**src/rtl/wr_rd_sequencer.sv**
```systemverilog
// ---------------------------------------------------------------------------
// wr_rd_sequencer
//
// Runs one buffer sequence: it writes DEPTH words as the source offers them,
// waits WAIT_CYCLES clocks so the stored data can settle, and then reads all
// DEPTH words back in address order.
//
// Optional feature (macro WR_RD_SEQUENCER_LOOP_EN):
//   When the macro is defined, the end of the read phase goes straight back
//   to the write phase at address 0. The sequence then repeats until abort or
//   reset, and done is never raised.
//   When the macro is undefined, the end of the read phase goes to DONE.
//
// Ports:
//   clk           in   1       rising-edge clock
//   reset         in   1       asynchronous active-low reset
//   start         in   1       begin a sequence (only seen in IDLE / DONE)
//   abort         in   1       synchronous cancel back to IDLE; beats start
//   wr_valid      in   1       source has a word ready this cycle
//   wr_en         out  1       write strobe (wr_valid gated by WRITE)
//   wr_addr       out  ADDR_W  write address
//   rd_en         out  1       read strobe (high for every READ cycle)
//   rd_addr       out  ADDR_W  read address
//   rd_data_valid out  1       rd_en delayed one cycle (RAM read latency)
//   busy          out  1       high in WRITE, WAIT and READ
//   done          out  1       level, high in DONE
//
// state   | meaning
// --------+---------------------------------------------------------------
// IDLE    | waiting for start; all addresses and the wait counter are 0
// WRITE   | accept words from the source until address DEPTH-1 is written
// WAIT    | settle delay that lasts exactly WAIT_CYCLES cycles
// READ    | one read per cycle, addresses 0 .. DEPTH-1
// DONE    | sequence complete; start begins a new one
// ---------------------------------------------------------------------------
module wr_rd_sequencer #(
    parameter int ADDR_W      = 5,
    parameter int WAIT_CYCLES = 1000000,
    parameter int CNT_W       = 32
) (
    input  logic              clk,
    input  logic              reset,
    input  logic              start,
    input  logic              abort,
    input  logic              wr_valid,
    output logic              wr_en,
    output logic [ADDR_W-1:0] wr_addr,
    output logic              rd_en,
    output logic [ADDR_W-1:0] rd_addr,
    output logic              rd_data_valid,
    output logic              busy,
    output logic              done
);

    typedef enum logic [2:0] {
        ST_IDLE,
        ST_WRITE,
        ST_WAIT,
        ST_READ,
        ST_DONE
    } state_t;

    localparam logic [ADDR_W-1:0] ADDR_LAST = {ADDR_W{1'b1}};
    localparam logic [ADDR_W-1:0] ADDR_ONE  = ADDR_W'(1);
    localparam logic [CNT_W-1:0]  WAIT_LAST = CNT_W'(WAIT_CYCLES - 1);
    localparam logic [CNT_W-1:0]  CNT_ONE   = CNT_W'(1);

    state_t            state;
    logic [CNT_W-1:0]  wait_cnt;

    // The strobes and status flags are decoded from the state register, so
    // they change only on a clock edge. The one exception is wr_en, which
    // must follow wr_valid within the same cycle.
    assign wr_en = (state == ST_WRITE) && wr_valid;
    assign rd_en = (state == ST_READ);
    assign busy  = (state == ST_WRITE) || (state == ST_WAIT) || (state == ST_READ);
    assign done  = (state == ST_DONE);

    always_ff @(posedge clk or negedge reset) begin
        if (!reset) begin
            state         <= ST_IDLE;
            wr_addr       <= '0;
            rd_addr       <= '0;
            wait_cnt      <= '0;
            rd_data_valid <= 1'b0;
        end else begin
            // Registered unconditionally. This keeps rd_data_valid high for
            // the cycle after READ ends, including an abort out of READ.
            rd_data_valid <= rd_en;

            if (abort) begin
                state    <= ST_IDLE;
                wr_addr  <= '0;
                rd_addr  <= '0;
                wait_cnt <= '0;
            end else begin
                case (state)
                    ST_IDLE, ST_DONE: begin
                        if (start) begin
                            state   <= ST_WRITE;
                            wr_addr <= '0;
                        end
                    end
                    ST_WRITE: begin
                        if (wr_valid) begin
                            // The last accepted write lets the address wrap to 0.
                            wr_addr <= wr_addr + ADDR_ONE;
                            if (wr_addr == ADDR_LAST) begin
                                state    <= ST_WAIT;
                                wait_cnt <= '0;
                            end
                        end
                    end
                    ST_WAIT: begin
                        if (wait_cnt == WAIT_LAST) begin
                            state    <= ST_READ;
                            rd_addr  <= '0;
                            wait_cnt <= '0;
                        end else begin
                            wait_cnt <= wait_cnt + CNT_ONE;
                        end
                    end
                    ST_READ: begin
                        rd_addr <= rd_addr + ADDR_ONE;
                        if (rd_addr == ADDR_LAST) begin
`ifdef WR_RD_SEQUENCER_LOOP_EN
                            state   <= ST_WRITE;
                            wr_addr <= '0;
`else
                            state   <= ST_DONE;
`endif
                        end
                    end
                    default: begin
                        state <= ST_IDLE;
                    end
                endcase
            end
        end
    end

endmodule

```
**config.mk**
```make
export PLATFORM = sky130hd
export DESIGN_NAME = wr_rd_sequencer
export DESIGN_NICKNAME = d
export VERILOG_FILES = /design/src/rtl/wr_rd_sequencer.sv
export SDC_FILE = /design/constraint.sdc
export NUM_CORES = 1
export LEC_CHECK = 0
export BUFFER_PORTS_ARGS = -buffer_cell sky130_fd_sc_hd__buf_4
export CORE_MARGIN = 2
export CORE_UTILIZATION = 54
export DETAILED_ROUTE_END_ITERATION = 7
export PLACE_DENSITY = 0.75
export REMOVE_ABC_BUFFERS = 1
export SYNTH_ARGS = -nofsm -noshare
export SYNTH_HDL_FRONTEND = slang
export SYNTH_SLANG_ARGS = --single-unit
```
**constraint.sdc**
```tcl
create_clock -name clk -period 2.3 [get_ports clk]
set_input_delay 0.115 -clock clk [delete_from_list [all_inputs] [get_ports clk]]
set_output_delay 0.115 -clock clk [all_outputs]
set_load 0.03 [all_outputs]
```
==> summary.txt <==
Pwr
  – Power per cell area: 468.9 nW/um^2
  – Total design power: 1.465 mW
  – Maximum VDD drop: 0.3015 mV
  – Leakage power of the design: 1.281 nW

Global routing
  – Via count of the first global-routing pass: 1,950
  – Initial antenna violation count: 0
  – Global-route total usage across every layer: 0.2173
  – First-pass GRT wire length: 9087 um
  – Maximum number of pins on one net before global-route repair: 47
  – Global-route congestion overflow total: 0

Clock tree
  – Clock net sink count: 46
  – Insertion delay of the later-clocked pin in the worst-skew pair: 0.30 ns
  – Clock root buffer: sky130_fd_sc_hd__clkbuf_8
  – Number of H-tree levels: 2
  – Clock Pin Slew Worst Setup and Hold Paths: 0.09 ns
  – Clock tree from TritonCTS: done
  – Maximum count of clock buffers along a single path: 2
  – Cts bufs inserted: 5

Routing
  – Detailed route wirelength on metal2: 2779 um
  – Detail-routed via count per cell: 6.031
  – Vias: 2,153
  – Detailed-route DRC error count: 0
  – Routed wire length: 5889 um
  – Highest layer used for signal routing: met4
  – Iteration count of the initial detailed-routing pass: 4
  – Antenna-violating nets left: 0
  – Iteration-0 DRC count of the detailed router: 172
  – Average routed wire per standard cell: 16.50 um
  – Detail Route met3 WL: 277 um
  – Length of routed wiring on met1: 2767 um

Floorplan
  – Overall die width: 73.64 um
  – Number of core rows: 25
  – Placeable core region: 4692 um^2
  – Initial Util: 0.5581
  – Die height: 73.64 um
  – Overall die area: 5423 um^2
  – Number of top-level pins: 20

Hold path
  – Worst hold stages: 2
  – Type of the tightest min-delay check: in -> reg

Yosys
  – Main synth FF type: sky130_fd_sc_hd__dfrtp_1
  – Cell count after synthesis: 273
  – Average instance area after synthesis: 9.593 um^2
  – Fraction of registers with async set/reset: 1.000
  – Count of flip-flops with a built-in enable after synthesis: 0
  – Distinct cell type count of the synthesized netlist: 50
  – Synth warn: 0
  – #FFs+latches synth: 46
  – Mapped Area: 2619 um^2
  – Share of synthesized area occupied by flip-flops and latches: 0.4396

Timing
  – Number of max-slew violations in the final report: 0
  – Setup repair after global routing missed its margin: true
  – Smallest hold slack: 0.08317 ns
  – Setup slack of the critical path after layout: -0.02836 ns
  – Setup TNS: -0.05242 ns
  – Clock period minus final worst setup slack: 2.328 ns
  – Slew margin rel.: 0.3853
  – Setup-failing EPs final: 5
  – Maximum operating frequency: 429.5 MHz
  – Slew of the pin with the lowest slew margin: 0.9165 ns
  – Clock Skews: 0.008022 ns
  – Final Hold Viols: 0
  – Final clock period utilization by the worst path: 1.012

Setup path
  – Worst setup EP type: flop
  – Category of the worst setup path launch point: flop
  – Maximum net fanout on the critical path: 8
  – Worst Path Arrival: 2.51 ns
  – Reg-to-reg slack, setup: -0.03 ns
  – Biggest cell delay along the critical path: 0.42 ns
  – Reg2Reg Depth: 10
  – Endpoint required time on the critical path: 2.48 ns
  – Critical Path Slowest Stage Cell: sky130_fd_sc_hd__dfrtp_1
  – Critical path start-end classification: reg -> reg
  – Cell breakdown of the critical path: ha_2 > and3_4 > ha_4 > and4b_2 > a221oi_4 > buf_12 > clkbuf_16 > nor4_2 > xnor2_1 > nor2_1

Flow run
  – Maximum capacitance violations: 0

Place
  – Instance area after placement: 2798 um^2
  – Placed instance count: 336
  – Final estimated routing congestion in global placement: 0.7848
  – Buffers added on ports: 19
  – Final HPWL from detailed placement: 3407 um

Outcome
  – Failing checks: setup timing
  – Outcome: finished with violations

Cells and area
  – Diode insertion count for antenna repair: 0
  – Number of standard cells in the final layout excluding fillers: 357
  – Fraction of layout cells with a size suffix above 1: 0.2376
  – Net count of the finished layout: 312
  – Layout overhead on the synthesized area: 19.35%
  – Post-route cell area: 3126 um^2
critical path: cells and delay by family (launching register included):
kind / cells / cell delay, ns
fa+ha+maj: 2 / 0.33
buf+inv: 2 / 0.31
flops: 1 / 0.42
xor+xnor: 1 / 0.16
compound gates: 1 / 0.10
simple gates: 4 / 0.88
cells by family after synthesis:
logic type               share of synthesized area
multiplexers                               0.01624
flip-flops                                  0.4396
XOR/XNOR                                   0.08361
buffers and inverters                      0.04109
adder cells (fa/ha/maj)                    0.02389
AO/OA/AOI/OAI                              0.08458
AND/OR/NAND/NOR                             0.3110
state kept, by name (all words and copies together), names as in the netlist:
signal and flops:
rd_addr 5, state 3, wait_cnt 32, rd_data_valid 1
wr_addr 5
through the flow:
stage | util | setup slack [ns]
floorplan | - | -0.5934
global placement | 0.5963 | 0.1351
detailed placement | 0.5963 | 0.05805
CTS | 0.6187 | 0.02851
global route | 0.6661 | -0.1107
finish | 0.6661 | -0.02836
where the power goes:
| group | total [mW] | internal, mW | switching (mW) |
|---|---|---|---|
| combinational | 0.125 | 0.0478 | 0.0772 |
| clock | 0.519 | 0.242 | 0.277 |
| sequential | 0.822 | 0.812 | 0.00952 |
| total | 1.47 | 1.10 | 0.364 |
worst paths after layout:
path                             start      endpoint
max                         wr_addr[1]  wait_cnt[30]
min                              abort      state[2]
max reg2reg                 wr_addr[1]  wait_cnt[30]
min reg2reg                wait_cnt[4]   wait_cnt[4]
max in group asynchronous        reset  wait_cnt[13]
min in group asynchronous        reset    wr_addr[1]
cell type report:
cell class,instances,area [um^2]
Timing Repair Buffer,36,340.3
Sequential cell,46,1151
Inverter,7,26.28
Clock inverter,2,12.51
Tap cell,54,67.56
Multi-Input combinational cell,206,1445
Clock buffer,6,82.58
Fill cell,374,1567
cells in the mapped netlist, types with 2 or more instances:
library cell / n / area share
sky130_fd_sc_hd__a21oi_1: 5 / 0.0096
sky130_fd_sc_hd__a22oi_1: 4 / 0.011
sky130_fd_sc_hd__and3_1: 6 / 0.014
sky130_fd_sc_hd__and4_1: 5 / 0.017
sky130_fd_sc_hd__buf_2: 5 / 0.0096
sky130_fd_sc_hd__buf_4: 3 / 0.0086
sky130_fd_sc_hd__clkbuf_1: 5 / 0.0072
sky130_fd_sc_hd__dfrtp_1: 46 / 0.44
sky130_fd_sc_hd__ha_1: 5 / 0.024
sky130_fd_sc_hd__inv_1: 7 / 0.010
sky130_fd_sc_hd__mux2_2: 2 / 0.0086
sky130_fd_sc_hd__mux2i_1: 2 / 0.0076
sky130_fd_sc_hd__nand2_1: 24 / 0.034
sky130_fd_sc_hd__nand3_1: 14 / 0.027
sky130_fd_sc_hd__nand4_1: 7 / 0.017
sky130_fd_sc_hd__nor2_1: 37 / 0.053
sky130_fd_sc_hd__nor3_1: 9 / 0.017
sky130_fd_sc_hd__nor4_1: 9 / 0.021
sky130_fd_sc_hd__nor4_2: 8 / 0.038
sky130_fd_sc_hd__nor4b_1: 4 / 0.013
sky130_fd_sc_hd__o21ai_0: 12 / 0.023
sky130_fd_sc_hd__or3_1: 2 / 0.0048
sky130_fd_sc_hd__xnor2_1: 25 / 0.084
timing repair:
action | in CTS | in global routing
endpoints found under the hold margin | 46 | 0
buffers inserted | 0 | 7
gates resized for setup | 0 | 14
setup endpoints to repair | 0 | 25
hold buffers | 1 | 0
routing by layer:
layer	vias to the layer above	track usage
met4	0	0.07879
met3	6	0.04252
met5	-	0
met1	1067	0.3124
met2	46	0.3264
li1	1034	-
cells in the final DEF, fill, tap and decap left out, types with 2 or more instances in the layout:
cell type and n:
sky130_fd_sc_hd__buf_6 2, sky130_fd_sc_hd__and3_1 5, sky130_fd_sc_hd__or3_1 2, sky130_fd_sc_hd__xnor2_1 25, sky130_fd_sc_hd__and4_1 5, sky130_fd_sc_hd__nor2_4 2
sky130_fd_sc_hd__ha_1 3, sky130_fd_sc_hd__dfrtp_1 46, sky130_fd_sc_hd__nor2_1 37, sky130_fd_sc_hd__nor4_1 5, sky130_fd_sc_hd__nand4_1 7, sky130_fd_sc_hd__mux2i_1 2
sky130_fd_sc_hd__a22oi_1 4, sky130_fd_sc_hd__nand3_1 14, sky130_fd_sc_hd__buf_4 29, sky130_fd_sc_hd__nand2_1 24, sky130_fd_sc_hd__a21oi_1 5, sky130_fd_sc_hd__mux2_2 2
sky130_fd_sc_hd__inv_1 7, sky130_fd_sc_hd__buf_12 2, sky130_fd_sc_hd__nor4_2 11, sky130_fd_sc_hd__clkbuf_8 6, sky130_fd_sc_hd__nor4b_2 3, sky130_fd_sc_hd__clkbuf_16 2
sky130_fd_sc_hd__nor3_1 9, sky130_fd_sc_hd__o21ai_0 12
(Power assumes the default switching activity.)
